--- src/rtl/i2c_pkg.sv ---
// rtl/i2c_pkg.sv - shared command/state types and bit-level helpers for the I2C master core
package i2c_pkg;

    localparam int lpQuarters = 4;
    localparam int lpByteBits = 9;

    typedef enum logic [2:0] {
        eSTART     = 3'd0,
        eWRITE     = 3'd1,
        eREAD_ACK  = 3'd2,
        eREAD_NACK = 3'd3,
        eSTOP      = 3'd4
    } cmd_e;

    typedef enum logic [1:0] {
        eS_IDLE  = 2'd0,
        eS_START = 2'd1,
        eS_BIT   = 2'd2,
        eS_STOP  = 2'd3
    } state_e;

    // SDA pull-low for byte bit idx (0-7 data MSB first, 8 = ACK slot)
    function automatic logic bit_sda_oe(input cmd_e cmd, input logic [7:0] wd, input logic [3:0] idx);
        logic [7:0] sh;
        sh = wd << idx[2:0];
        if (idx == 4'(lpByteBits - 1)) begin
            return (cmd == eREAD_ACK);
        end
        return (cmd == eWRITE) ? ~sh[7] : 1'b0;
    endfunction

endpackage

--- src/rtl/i2c_master_core_if.sv ---
// rtl/i2c_master_core_if.sv - command/status and pad-level bundle between CSR side and I2C core
interface i2c_master_core_if #(parameter int pDivWidth = 16);
    logic                 iEn;
    logic [pDivWidth-1:0] iDiv;
    logic                 iCmdVd;
    logic [2:0]           iCmd;
    logic [7:0]           iWd;
    logic                 oCmdRdy;
    logic                 oDone;
    logic [7:0]           oRd;
    logic                 oRdVd;
    logic                 oAckErr;
    logic                 oBusy;
    logic                 oSclOe;
    logic                 oSdaOe;
    logic                 iSclIn;
    logic                 iSdaIn;

    modport master (
        output iEn, iDiv, iCmdVd, iCmd, iWd, iSclIn, iSdaIn,
        input  oCmdRdy, oDone, oRd, oRdVd, oAckErr, oBusy, oSclOe, oSdaOe
    );

    modport slave (
        input  iEn, iDiv, iCmdVd, iCmd, iWd, iSclIn, iSdaIn,
        output oCmdRdy, oDone, oRd, oRdVd, oAckErr, oBusy, oSclOe, oSdaOe
    );
endinterface

--- src/rtl/i2c_quarter_tick.sv ---
// rtl/i2c_quarter_tick.sv - quarter-SCL-period divider with load (restart) and hold (stretch)
module i2c_quarter_tick #(
    parameter int pDivWidth = 16
) (
    input  logic                 clk,
    input  logic                 rst,
    input  logic                 load,
    input  logic                 hold,
    input  logic [pDivWidth-1:0] div,
    output logic                 tick
);
    logic [pDivWidth-1:0] cnt_q, cnt_d;

    always_comb begin
        cnt_d = cnt_q;
        tick  = 1'b0;
        if (load) begin
            cnt_d = '0;
        end else if (!hold) begin
            if (cnt_q == div - pDivWidth'(1)) begin
                tick  = 1'b1;
                cnt_d = '0;
            end else begin
                cnt_d = cnt_q + pDivWidth'(1);
            end
        end
    end

    always_ff @(posedge clk or posedge rst) begin
        if (rst) begin
            cnt_q <= '0;
        end else begin
            cnt_q <= cnt_d;
        end
    end
endmodule

--- src/rtl/i2c_master_core.sv ---
// rtl/i2c_master_core.sv - I2C master bit/byte engine: START, byte WRITE/READ, STOP with clock stretching
module i2c_master_core
    import i2c_pkg::*;
#(
    parameter int pDivWidth = 16
) (
    input  logic               iSysClk,
    input  logic               iSysRst,
    i2c_master_core_if.slave   bus
);
    state_e               state_q, state_d;
    cmd_e                 cmd_q, cmd_d;
    logic [1:0]           qtr_q, qtr_d;
    logic [3:0]           bit_q, bit_d;
    logic [7:0]           wd_q, wd_d;
    logic [8:0]           shift_q, shift_d;
    logic [pDivWidth-1:0] div_q, div_d;
    logic [7:0]           rd_q, rd_d;
    logic                 scl_oe_q, scl_oe_d;
    logic                 sda_oe_q, sda_oe_d;
    logic                 done_q, done_d;
    logic                 rdvd_q, rdvd_d;
    logic                 ackerr_q, ackerr_d;
    logic                 busy_q, busy_d;
    logic                 tick;
    logic                 hold;
    logic                 cmd_rdy;

    assign cmd_rdy = (state_q == eS_IDLE) && bus.iEn;
    // A slave holding SCL low while we have released it freezes the quarter counter
    assign hold    = (state_q != eS_IDLE) && (qtr_q == 2'd1) && !scl_oe_q && !bus.iSclIn;

    i2c_quarter_tick #(.pDivWidth(pDivWidth)) u_tick (
        .clk  (iSysClk),
        .rst  (iSysRst),
        .load (state_q == eS_IDLE),
        .hold (hold),
        .div  (div_q),
        .tick (tick)
    );

    always_comb begin
        state_d  = state_q;
        cmd_d    = cmd_q;
        qtr_d    = qtr_q;
        bit_d    = bit_q;
        wd_d     = wd_q;
        shift_d  = shift_q;
        div_d    = div_q;
        rd_d     = rd_q;
        scl_oe_d = scl_oe_q;
        sda_oe_d = sda_oe_q;
        done_d   = 1'b0;
        rdvd_d   = 1'b0;
        ackerr_d = ackerr_q;
        busy_d   = busy_q;
        if (!bus.iEn) begin
            state_d  = eS_IDLE;
            scl_oe_d = 1'b0;
            sda_oe_d = 1'b0;
            busy_d   = 1'b0;
        end else begin
            unique case (state_q)
                eS_IDLE: begin
                    if (bus.iCmdVd) begin
                        cmd_d = cmd_e'(bus.iCmd);
                        wd_d  = bus.iWd;
                        div_d = (bus.iDiv == '0) ? pDivWidth'(1) : bus.iDiv;
                        qtr_d = 2'd0;
                        bit_d = 4'd0;
                        case (cmd_e'(bus.iCmd))
                            eSTART: begin
                                state_d  = eS_START;
                                busy_d   = 1'b1;
                                sda_oe_d = 1'b0;
                            end
                            eWRITE, eREAD_ACK, eREAD_NACK: begin
                                state_d  = eS_BIT;
                                busy_d   = 1'b1;
                                scl_oe_d = 1'b1;
                                sda_oe_d = bit_sda_oe(cmd_e'(bus.iCmd), bus.iWd, 4'd0);
                            end
                            eSTOP: begin
                                state_d  = eS_STOP;
                                busy_d   = 1'b1;
                                scl_oe_d = 1'b1;
                                sda_oe_d = 1'b1;
                            end
                            default: done_d = 1'b1;
                        endcase
                    end
                end
                // On each tick the outputs for the following quarter are loaded
                eS_START: begin
                    if (tick) begin
                        qtr_d = qtr_q + 2'd1;
                        case (qtr_q)
                            2'd0: scl_oe_d = 1'b0;
                            2'd1: sda_oe_d = 1'b1;
                            2'd2: scl_oe_d = 1'b1;
                            default: begin
                                state_d = eS_IDLE;
                                busy_d  = 1'b0;
                                done_d  = 1'b1;
                            end
                        endcase
                    end
                end
                eS_BIT: begin
                    if (tick) begin
                        qtr_d = qtr_q + 2'd1;
                        case (qtr_q)
                            2'd0: scl_oe_d = 1'b0;
                            2'd1: ;
                            2'd2: begin
                                scl_oe_d = 1'b1;
                                shift_d  = {shift_q[7:0], bus.iSdaIn};
                            end
                            default: begin
                                if (bit_q == 4'(lpByteBits - 1)) begin
                                    state_d = eS_IDLE;
                                    busy_d  = 1'b0;
                                    done_d  = 1'b1;
                                    if (cmd_q == eWRITE) begin
                                        ackerr_d = shift_q[0];
                                    end else begin
                                        rd_d   = shift_q[8:1];
                                        rdvd_d = 1'b1;
                                    end
                                end else begin
                                    bit_d    = bit_q + 4'd1;
                                    sda_oe_d = bit_sda_oe(cmd_q, wd_q, bit_q + 4'd1);
                                end
                            end
                        endcase
                    end
                end
                eS_STOP: begin
                    if (tick) begin
                        qtr_d = qtr_q + 2'd1;
                        case (qtr_q)
                            2'd0: scl_oe_d = 1'b0;
                            2'd1: sda_oe_d = 1'b0;
                            2'd2: ;
                            default: begin
                                state_d  = eS_IDLE;
                                busy_d   = 1'b0;
                                done_d   = 1'b1;
                                scl_oe_d = 1'b0;
                                sda_oe_d = 1'b0;
                            end
                        endcase
                    end
                end
                default: state_d = eS_IDLE;
            endcase
        end
    end

    always_ff @(posedge iSysClk or posedge iSysRst) begin
        if (iSysRst) begin
            state_q  <= eS_IDLE;
            cmd_q    <= eSTART;
            qtr_q    <= 2'd0;
            bit_q    <= 4'd0;
            wd_q     <= 8'd0;
            shift_q  <= 9'd0;
            div_q    <= pDivWidth'(1);
            rd_q     <= 8'd0;
            scl_oe_q <= 1'b0;
            sda_oe_q <= 1'b0;
            done_q   <= 1'b0;
            rdvd_q   <= 1'b0;
            ackerr_q <= 1'b0;
            busy_q   <= 1'b0;
        end else begin
            state_q  <= state_d;
            cmd_q    <= cmd_d;
            qtr_q    <= qtr_d;
            bit_q    <= bit_d;
            wd_q     <= wd_d;
            shift_q  <= shift_d;
            div_q    <= div_d;
            rd_q     <= rd_d;
            scl_oe_q <= scl_oe_d;
            sda_oe_q <= sda_oe_d;
            done_q   <= done_d;
            rdvd_q   <= rdvd_d;
            ackerr_q <= ackerr_d;
            busy_q   <= busy_d;
        end
    end

    assign bus.oCmdRdy = cmd_rdy;
    assign bus.oDone   = done_q;
    assign bus.oRd     = rd_q;
    assign bus.oRdVd   = rdvd_q;
    assign bus.oAckErr = ackerr_q;
    assign bus.oBusy   = busy_q;
    assign bus.oSclOe  = scl_oe_q;
    assign bus.oSdaOe  = sda_oe_q;
endmodule

--- src/flat_wrapper.sv ---
// flat-port wrapper written by rule: the top's interface ports become plain ports
module i2c_master_core_flat import i2c_pkg::*;
#(
    parameter int pDivWidth = 16
)
  (iSysClk, iSysRst, bus_iEn, bus_iDiv, bus_iCmdVd, bus_iCmd, bus_iWd, bus_iSclIn, bus_iSdaIn, bus_oCmdRdy, bus_oDone, bus_oRd, bus_oRdVd, bus_oAckErr, bus_oBusy, bus_oSclOe, bus_oSdaOe);
  i2c_master_core_if #(.pDivWidth(pDivWidth)) bus_i ();
  input  logic iSysClk;
  input  logic iSysRst;
  input wire logic [$bits(bus_i.iEn)-1:0] bus_iEn;
  input wire logic [$bits(bus_i.iDiv)-1:0] bus_iDiv;
  input wire logic [$bits(bus_i.iCmdVd)-1:0] bus_iCmdVd;
  input wire logic [$bits(bus_i.iCmd)-1:0] bus_iCmd;
  input wire logic [$bits(bus_i.iWd)-1:0] bus_iWd;
  input wire logic [$bits(bus_i.iSclIn)-1:0] bus_iSclIn;
  input wire logic [$bits(bus_i.iSdaIn)-1:0] bus_iSdaIn;
  output wire logic [$bits(bus_i.oCmdRdy)-1:0] bus_oCmdRdy;
  output wire logic [$bits(bus_i.oDone)-1:0] bus_oDone;
  output wire logic [$bits(bus_i.oRd)-1:0] bus_oRd;
  output wire logic [$bits(bus_i.oRdVd)-1:0] bus_oRdVd;
  output wire logic [$bits(bus_i.oAckErr)-1:0] bus_oAckErr;
  output wire logic [$bits(bus_i.oBusy)-1:0] bus_oBusy;
  output wire logic [$bits(bus_i.oSclOe)-1:0] bus_oSclOe;
  output wire logic [$bits(bus_i.oSdaOe)-1:0] bus_oSdaOe;
  assign bus_i.iEn = bus_iEn;
  assign bus_i.iDiv = bus_iDiv;
  assign bus_i.iCmdVd = bus_iCmdVd;
  assign bus_i.iCmd = bus_iCmd;
  assign bus_i.iWd = bus_iWd;
  assign bus_i.iSclIn = bus_iSclIn;
  assign bus_i.iSdaIn = bus_iSdaIn;
  assign bus_oCmdRdy = bus_i.oCmdRdy;
  assign bus_oDone = bus_i.oDone;
  assign bus_oRd = bus_i.oRd;
  assign bus_oRdVd = bus_i.oRdVd;
  assign bus_oAckErr = bus_i.oAckErr;
  assign bus_oBusy = bus_i.oBusy;
  assign bus_oSclOe = bus_i.oSclOe;
  assign bus_oSdaOe = bus_i.oSdaOe;
  i2c_master_core #(.pDivWidth(pDivWidth)) u_core (.iSysClk(iSysClk), .iSysRst(iSysRst), .bus(bus_i));
endmodule
--- config.mk ---
export PLATFORM = sky130hd
export DESIGN_NAME = i2c_master_core_flat
export DESIGN_NICKNAME = d
export VERILOG_FILES = /design/src/rtl/i2c_pkg.sv /design/src/rtl/i2c_master_core_if.sv /design/src/rtl/i2c_quarter_tick.sv /design/src/rtl/i2c_master_core.sv /design/src/flat_wrapper.sv
export SDC_FILE = /design/constraint.sdc
export NUM_CORES = 1
export LEC_CHECK = 0
export ABC_AREA = 1
export BUFFER_PORTS_ARGS = -buffer_cell sky130_fd_sc_hd__buf_2
export CORE_AREA = 3 3 112 114
export CTS_BUF_LIST = sky130_fd_sc_hd__clkbuf_4
export DETAILED_ROUTE_END_ITERATION = 12
export DIE_AREA = 0 0 115 117
export SETUP_SLACK_MARGIN = 0.1
export SLEW_MARGIN = 0
export SYNTH_ARGS = -nofsm -noshare
export SYNTH_HDL_FRONTEND = slang
export SYNTH_SLANG_ARGS = --single-unit
--- constraint.sdc ---
create_clock -name iSysClk -period 3.4 [get_ports iSysClk]
set_input_delay 0.51 -clock iSysClk [delete_from_list [all_inputs] [get_ports iSysClk]]
set_output_delay 0.51 -clock iSysClk [all_outputs]
set_load 0.02 [all_outputs]
### After elaboration in Yosys (flattened, before gate mapping)

Index checks and enable logic that the tools add are counted.

| storage, ports and cells | value |
|---|---|
| register bits after elaboration | 74 |
| input port bits | 33 |
| latch bits | 0 |
| bits in writable memories | 0 |
| ROM bits | 0 |
| memories kept | 0 |
| word-level logic and storage cells | 169 |

| operators by class | value |
|---|---|
| $mul | 0 |
| order comparisons | 0 |
| bitwise gates (word level) | 4 |
| reduce and logical (&&, ||, !) cells | 31 |
| div/mod/pow operators | 0 |
| $add $sub $neg | 4 |
| equality and inequality tests | 37 |
| shifts and indexed selects | 1 |
| mux-type cells | 77 |

Operators with widths:

| cell | count |
|---|---|
| $mux 16 | 4 |
| $mux 1 | 50 |
| $ne 3x3->1 const B | 8 |
| $reduce_and 6->1 | 4 |
| $ne 3x2->1 const B | 7 |
| $mux 2 | 9 |
| $add 16x1->16 const B | 1 |
| $eq 16x16->1 | 1 |
| $logic_not 16->1 | 1 |
| $mux 4 | 4 |
| $sub 16x1->16 const B | 1 |
| $reduce_and 7->1 | 2 |
| $pmux 1 s3 | 4 |
| $pmux 2 s3 | 2 |
| $eq 3x2->1 const B | 3 |
| $reduce_and 9->1 | 1 |
| $reduce_or 3->1 | 3 |
| $eq 4x4->1 const B | 2 |
| $ne 2x2->1 const B | 4 |
| $pmux 4 s2 | 1 |
| $reduce_or 2->1 | 4 |
| $shl 8x3->8 | 1 |
| $eq 2x2->1 const B | 3 |
| $eq 3x1->1 const B | 2 |
| 20 further kinds | 32 |

### Longest topological paths before layout

Gate-level depths: netlist of run 1.

| logic depth | value |
|---|---|
| depth after elaboration | 15 |
| gate-level depth with buffers | 17 |
| mapped depth without buffers | 17 |

### Modules after synthesis

Synthesis of run 1 repeated with hierarchy kept, for this count alone.

| unflattened totals | value |
|---|---|
| cell total of the unflattened synthesis | 639 |
| area total of the unflattened synthesis | 4,717.0 µm² |

Modules (own cells, without submodules):

| module | seq. area each (µm²) | times used | cells an instance | area an instance (µm²) |
|---|---|---|---|---|
| i2c_master_core | 1,452.6 | 1 | 337 | 2,822.7 |
| i2c_quarter_tick | 400.4 | 1 | 302 | 1,894.3 |

### Least setup slack after synthesis of run 1

Ideal clock, no wire load.

| path | value |
|---|---|
| path type | flip-flop to flip-flop |
| start | register u_core.div_q[0] |
| end | register u_core.shift_q[0] |
| clock period less this slack | 2,201 ps |
| library setup time | 117 ps |
| cell stages (with the launch flop) | 16 |
| data arrival time | 2,084 ps |
| path buffers | 0 |
| slack | 1,199 ps |
| path through | dfstp_2 -> inv_2 -> ha_1 -> xnor2_1 -> nor2_1 -> nand2_1 -> nor2_1 -> nand2_1 -> nor2_1 -> nand2_1 -> nor2_2 -> nand3_2 -> nor2_4 -> nand2_2 -> nand2_1 -> nand2_1 |

| between the ends | value |
|---|---|
| cells in the longest elaborated chain, start to end | 6 |

Ends and longest elaborated chain:

| item | line | RTL |
|---|---|---|
| start, declared | i2c_master_core.sv:17 | `logic [pDivWidth-1:0] div_q, div_d;` |
| start signal, assigned | i2c_master_core.sv:168 | `div_q <= pDivWidth'(1);` |
| start signal, assigned | i2c_master_core.sv:183 | `div_q <= div_d;` |
| $sub 16x1->16 | i2c_quarter_tick.sv:20 | `if (cnt_q == div - pDivWidth'(1)) begin` |
| $eq 16x16->1 | i2c_quarter_tick.sv:20 |  |
| $mux 1 | i2c_quarter_tick.sv:20 |  |
| $mux 1 | i2c_quarter_tick.sv:19 | `end else if (!hold) begin` |
| $mux 1 | i2c_quarter_tick.sv:17 | `if (load) begin` |
| $reduce_and 4->1 (no source line) | n/a |  |
| end signal, assigned | i2c_master_core.sv:182 | `shift_q <= shift_d;` |
| end, declared | i2c_master_core.sv:16 | `logic [8:0] shift_q, shift_d;` |

No other way between the ends.
A chain may end at the register's enable or synchronous reset.

### Worst setup path in the final report of run 1

| path | value |
|---|---|
| start | register u_core.div_q[1] |
| end | register u_core.u_tick.cnt_q[1] |

| between the ends | value |
|---|---|
| cells in the longest elaborated chain, start to end | 5 |

Ends and longest elaborated chain:

| item | line | RTL |
|---|---|---|
| $sub 16x1->16 | i2c_quarter_tick.sv:20 |  |
| $eq 16x16->1 | i2c_quarter_tick.sv:20 |  |
| $mux 16 | i2c_quarter_tick.sv:20 |  |
| $mux 16 | i2c_quarter_tick.sv:19 |  |
| $mux 16 | i2c_quarter_tick.sv:17 |  |
| end signal, assigned | i2c_quarter_tick.sv:33 | `cnt_q <= cnt_d;` |
| end, declared | i2c_quarter_tick.sv:12 | `logic [pDivWidth-1:0] cnt_q, cnt_d;` |

No other way between the ends. The select of a mux whose other input is x is not followed.

==> run metrics, run 1 <==
warnings from Yosys 0; Achievable Freq 374 MHz; Clock transition at path regs 0.12 ns; DRT iter0 DRCs 286; vias in the first global route 4031; multi-input combinational cell area 2460 um^2; Pwr Density 629 nW/um^2; commonest cells after routing, fill and taps aside 214 x nand2_1, 73 x dfrtp_1, 69 x inv_1; Slew headroom 0.552; CP Max Fanout 14; initial antenna violation count 0; worst stage delay on the critical path 0.42 ns; Top Family by Delay on Critical Path simple AND/OR/NAND/NOR gates; HPWL after DPL 8.26 mm; DRT Wirelength 10.8 mm; largest net degree at the start of global routing 75; cells on worst reg2reg path 14; Synth Area per Inst 7.27 um^2; post-CTS setup buffers 0; crit share post-route 0.786; Setup TNS Final 0 ns; post-route ant nets 0; antenna fix cells 0; post-CTS sizing 0; Min Clock Period, post-route 2.67 ns; cell area after layout 5180 um^2; filler cell count 1190; clk_lat worst skew 0.45 ns; share of layout cells above drive strength 1 0.138; Crit path arrival time 3.02 ns; clock sinks 74; Worst VDD drop 384 uV; Core Footprint 11500 um^2; commonest non-fill, non-tap cell in the layout nand2_1; drt wl/cell 12.9 um; via count 4162; Mapped Area 4650 um^2; Fin Hold WS 0.127 ns; vias per cell 4.96; worst slew pin tran 0.671 ns; H-tree depth 3; RSZ-0062 raised after global routing false; DP Area 5050 um^2; WS Path Type reg -> reg; r2r setup slk 0.73 ns; Worst Hold Class in -> async; total power after layout 3.26 mW; fin nets 736; crit path cell chain inv_1 > ha_1 > nand2_1 > nor2_1 > nand2_1 > nand2_1 > nand2_1 > nor2_1 > nand2_1 > nor2_1 > nand2_1 > nand2_1 > inv_1 > a22o_1; Setup crit start kind flip-flop; Storage cell area 1850 um^2; origin of the critical flop-to-flop path u_core.div_q[1]; worst setup margin 0.727 ns; #FFs+latches synth 74; starting density of the core 0.404; Mapped Cells 640; Slew Limit Fails 0; CTS tree yes; Slowest-stage cell, CP dfrtp_1; # IOs 48; Crit path buffers/inverters 2; Place WS 0.757 ns; static leakage 2.67 nW; CTS Hold Buffers Added 0; most used cell, CP nand2_1; Die Area 13500 um^2; sequential-to-total area share from yosys stat 0.398; total track usage 0.176; final setup fails 0; drt first pass iters 5; residual DRC count 0; Max-cap violations 0; Row Count 39; IO Port Bufs 47; first-pass GRT wire length 19.0 mm; syn_nets 685; RR Endpoint u_core.u_tick.cnt_q[1]; total grt overflow 0; Clock Skews 0.0257 ns; Die Y 117 um; run status finished, final reports clean; Fin. Hold Viols 0; Worst Path Required 3.75 ns; Layout area overhead 11.4%; RePlAce Congestion 0.896; Netlist cell types 41; number of buffers created by CTS 9; clock buffer depth 2; DIE WIDTH 115 um; root buffer cell clkbuf_4; CP endpoint kind flip-flop
[final cells by class]
cell class / count / area share
inverters: 75 / 0.0543
well taps: 143 / 0.0345
repair buffers: 50 / 0.0521
clock buffers: 9 / 0.0130
flip-flops and latches: 74 / 0.358
clock inverters: 7 / 0.0133
multi-input cells: 481 / 0.475
[routing by layer]
metal / GRT usage / part of all wire / vias to the layer above
li1: - / - / 2152
met1: 0.246 / 0.49 / 1899
met2: 0.265 / 0.44 / 91
met3: 0.0391 / 0.046 / 20
met4: 0.0743 / 0.024 / 0
met5: 0 / 0 / -
[cell families (layout without fill, tap and decap cells)]
kind of cell               count (synthesis)  count (layout)  synth area share
adders and majority gates                 12              12            0.0323
buffers and inverters                     85             141            0.0729
AOI/OAI and AO/OA                         52              52            0.0646
and+or+nand+nor                          389             389             0.379
xor gates and xnor gates                  28              28            0.0527
DFF                                       74              74             0.398
[registers in the layout, indices dropped and copies added (netlist names)]
register / count
u_core.bit_q: 4
u_core.bus.oAckErr: 1
u_core.bus.oBusy: 1
u_core.bus.oDone: 1
u_core.bus.oRd: 8
u_core.bus.oRdVd: 1
u_core.bus.oSclOe: 1
u_core.bus.oSdaOe: 1
u_core.cmd_q: 3
u_core.div_q: 16
u_core.qtr_q: 2
u_core.shift_q: 9
u_core.state_q: 2
u_core.u_tick.cnt_q: 16
u_core.wd_q: 8
[cell usage after synthesis (all sizes together)]
cell type | n | area [um^2]
clkinv | 1 | 3.75
o21ai | 27 | 143
dfstp | 1 | 26.3
ha | 12 | 150
buf | 3 | 31.3
nand3b | 3 | 22.5
o211a | 1 | 10.0
o21bai | 1 | 7.51
a21oi | 9 | 48.8
or2 | 1 | 6.26
nand4 | 11 | 75.1
nor2 | 73 | 343
xor2 | 18 | 158
nor3 | 11 | 66.3
o22ai | 12 | 75.1
nand3 | 62 | 345
xnor2 | 10 | 87.6
and3 | 1 | 6.26
nand2 | 219 | 850
and2 | 1 | 6.26
a22oi | 1 | 7.51
inv | 74 | 278
dfrtp | 73 | 1830
clkbuf | 7 | 26.3
nor4 | 7 | 43.8
a22o | 1 | 8.76
[how the worst max path moves through the flow]
stage | start | end | slack [ns] | depth (start not counted)
after floorplan | iSysRst | u_core.bit_q[0] | 1.01 | 1
after global placement | u_core.div_q[1] | u_core.shift_q[0] | 0.78 | 13
after detailed placement | u_core.div_q[0] | u_core.shift_q[8] | 0.76 | 15
after CTS | u_core.div_q[0] | u_core.shift_q[1] | 0.73 | 15
after global routing | u_core.div_q[1] | u_core.u_tick.cnt_q[6] | 0.40 | 15
final | u_core.div_q[1] | u_core.u_tick.cnt_q[1] | 0.73 | 14
[report_power, final]
group | total, mW | switching [mW] | internal [mW] | leakage (nW)
Combinational | 1.43 | 0.939 | 0.488 | 1.62
Clock | 0.560 | 0.338 | 0.223 | 0.0737
Sequential | 1.27 | 0.201 | 1.07 | 0.983
[worst register-to-register path: cells and delay by family, from the launching register on]
family / cells / cell delay [ns]
compound gates: 1 / 0.20
fa+ha+maj: 1 / 0.25
buf+inv: 2 / 0.28
flops: 1 / 0.42
simple gates: 10 / 1.43
[metrics by stage]
step,util,std cells
global route,0.450,839
global placement,0.438,823
CTS,0.450,839
finish,0.450,839
detailed placement,0.438,823
floorplan,-,640
Note: power is estimated with default switching activity, not from simulation.
==> run 2, diff against run 1 <==
--- a/config.mk
+++ b/config.mk
@@ -5,12 +5,12 @@
 export SDC_FILE = /design/constraint.sdc
 export NUM_CORES = 1
 export LEC_CHECK = 0
-export ABC_AREA = 1
+export ABC_AREA = 0
 export BUFFER_PORTS_ARGS = -buffer_cell sky130_fd_sc_hd__buf_2
-export CORE_AREA = 3 3 112 114
+export CORE_AREA = 3 3 109 111
 export CTS_BUF_LIST = sky130_fd_sc_hd__clkbuf_4
 export DETAILED_ROUTE_END_ITERATION = 12
-export DIE_AREA = 0 0 115 117
+export DIE_AREA = 0 0 112 114
 export SETUP_SLACK_MARGIN = 0.1
 export SLEW_MARGIN = 0
 export SYNTH_ARGS = -nofsm -noshare
==> constraint.sdc (replaced) <==
create_clock -name iSysClk -period 2.2 [get_ports iSysClk]
set_input_delay 0.33 -clock iSysClk [delete_from_list [all_inputs] [get_ports iSysClk]]
set_output_delay 0.33 -clock iSysClk [all_outputs]
set_load 0.02 [all_outputs]
==> run 2 against run 1 <==
Effect of this change:
- the flow now finishes with violations (setup timing)
- clock-buffer cell count is the same
- power increased by 26%
- register-to-register slack lost 1.6 ns
- cell count fell by 20%
- synthesized cell count is 36% lower
- first-iteration DRC count down 60%
- global-route usage grew 0.90 points
- setup slack got worse by 1.6 ns
- critical path depth down 5
- combinational power down 15%
- sequential power is 26% higher
- critical endpoint is now u_core.bus.oRd[5]
- largest power group is now registers
- highest routed layer unchanged
==> run metrics, run 2 <==
run status finished, violations left; failing checks setup timing; first-pass GRT wire length 18.9 mm; Synth top area share 0.416; fin nets 576; vias per cell 5.41; Pwr Density 691 nW/um^2; residual DRC count 0; cells on worst reg2reg path 9; Netlist cell types 73; Max-cap violations 0; vias in the first global route 3833; Clock transition at path regs 0.12 ns; clock sinks 74; Synth Flop Type dfrtp_1; asr flop ratio synth 1.00; number of buffers created by CTS 9; total power after layout 4.11 mW; HPWL after DPL 8.30 mm; RePlAce Congestion 0.793; drt wl/cell 17.1 um; Core Footprint 10900 um^2; Layout area overhead 35.5%; Achievable Freq 327 MHz; cell with the most instances after synthesis dfrtp_1; most used cell, CP or3_4; r2r setup slk -0.85 ns; antenna fix cells 0; Worst Path Required 2.52 ns; static leakage 2.68 nW; CTS tree yes; Mapped Cells 411; EDFF count, synth 0; Synth Area per Inst 10.7 um^2; drt first pass iters 4; clock buffer depth 2; Fin. Hold Viols 0; Row Count 38; Fin Hold WS 0.131 ns; Mapped Area 4390 um^2; worst stage delay on the critical path 0.54 ns; worst setup margin -0.854 ns; Min Clock Period, post-route 3.05 ns; clk_lat worst skew 0.43 ns; RR Endpoint u_core.bus.oRd[5]; Clock Skews 0.0181 ns; via count 3653; share of layout cells above drive strength 1 0.458; worst slew pin tran 0.595 ns; starting density of the core 0.403; total grt overflow 0; Die Area 12800 um^2; post-synth top area cell dfrtp_1; CP Max Fanout 8; Place WS -0.920 ns; Die Y 114 um; crit path to u_core.bus.oRd[5]; origin of the critical flop-to-flop path u_core.div_q[3]; top cells by area, synth dfrtp_1 42%, mux2_2 6.9%, mux2_1 4.6%; initial antenna violation count 0; Slowest-stage cell, CP or4_4; commonest cells after routing, fill and taps aside 73 x dfrtp_1, 64 x buf_4, 47 x buf_2; crit path cell chain or4_4 > or3_4 > or3_4 > xnor2_2 > nor3_2 > buf_4 > and2_4 > nand3b_4 > mux2_4; syn_nets 456; DRT iter0 DRCs 113; Slew Limit Fails 0; largest net degree at the start of global routing 75; root buffer cell clkbuf_4; total track usage 0.185; Worst VDD drop 324 uV; RSZ-0062 raised after global routing true; Setup crit start kind flip-flop; warnings from Yosys 0; IO Port Bufs 47; CP endpoint kind flip-flop; crit path from u_core.div_q[3]; sequential-to-total area share from yosys stat 0.422; Worst Hold Class in -> reg; Setup TNS Final -35.47 ns; WS Path Type reg -> reg; crit share post-route 1.39; DIE WIDTH 112 um; DRT Wirelength 11.6 mm; post-route ant nets 0; #FFs+latches synth 74; Crit path arrival time 3.37 ns; H-tree depth 3; # IOs 48; commonest non-fill, non-tap cell in the layout dfrtp_1; Slew headroom 0.602; final setup fails 47; most instantiated cells after synthesis 73 x dfrtp_1, 34 x nand2_1, 27 x mux2_2; Largest regs u_core.div_q: 16 flops, u_core.u_tick.cnt_q: 16 flops, u_core.shift_q: 9 flops
-- run 2: metal layers --
| layer | track usage | vias to the layer above | wire length (um) | share of wire |
|---|---|---|---|---|
| met2 | 0.327 | 71 | 6030 | 0.52 |
| met5 | 0 | - | 0 | 0 |
| li1 | - | 1773 | - | - |
| met4 | 0.0777 | 0 | 285 | 0.025 |
| met3 | 0.0340 | 24 | 337 | 0.029 |
| met1 | 0.223 | 1785 | 4910 | 0.42 |
-- run 2: power by group --
group,internal [mW],switching [mW]
combinational,0.617,0.602
sequential,1.50,0.0991
clock,0.795,0.494
-- run 2: kinds of logic after synthesis --
family | after synthesis | synth area share
multiplexers | 52 | 0.137
AND/OR/NAND/NOR | 142 | 0.188
AO/OA/AOI/OAI | 79 | 0.140
adder cells (fa/ha/maj) | 12 | 0.0342
flip-flops | 74 | 0.422
buffers and inverters | 30 | 0.0328
XOR/XNOR | 22 | 0.0456
-- run 2: area by class of cell --
class,count,area (um^2)
Sequential cell,74,1850
Clock inverter,6,154
Clock buffer,9,67.6
Timing Repair Buffer,124,896
Fill cell,906,4940
Inverter,14,56.3
Multi-Input combinational cell,308,2740
Tap cell,140,175
-- run 2: timing repair --
action                                  CTS  global route
hold buffers                              1             0
endpoints found under the hold margin    16             0
pin swaps                                 3            16
gates cloned                              1             1
buffers inserted                          3             7
gates resized for setup                  27            32
endpoints found under the setup margin   48            48
-- run 2: worst min path at each step --
| stage | start | endpoint | slack [ns] | cells after the start |
|---|---|---|---|---|
| 2_1_floorplan | u_core.u_tick.cnt_q[15] | u_core.u_tick.cnt_q[15] | 0.47 | 1 |
| 4_1_cts | bus_iWd[1] | u_core.wd_q[1] | 0.10 | 2 |
| 5_1_grt | bus_iSdaIn | u_core.shift_q[0] | 0.08 | 2 |
| 3_3_place_gp | iSysRst | u_core.bus.oRd[7] | 0.46 | 3 |
| 3_5_place_dp | iSysRst | u_core.bus.oRd[6] | 0.47 | 3 |
| 6_report | bus_iSdaIn | u_core.shift_q[0] | 0.13 | 2 |
-- run 2: stage by stage --
step	util	cell area [um^2]	std cells
finish	0.546	5950	675
global route	0.546	5950	675
CTS	0.523	5690	668
detailed placement	0.488	5310	648
global placement	0.488	5310	648
floorplan	-	4480	411
-- run 2: worst max-delay path: cells and delay by family, from the launching register on --
family	cells	cell delay, ns
XOR/XNOR	1	0.14
flip-flops	1	0.40
multiplexers	1	0.35
AND/OR/NAND/NOR	6	1.89
buffers and inverters	1	0.16
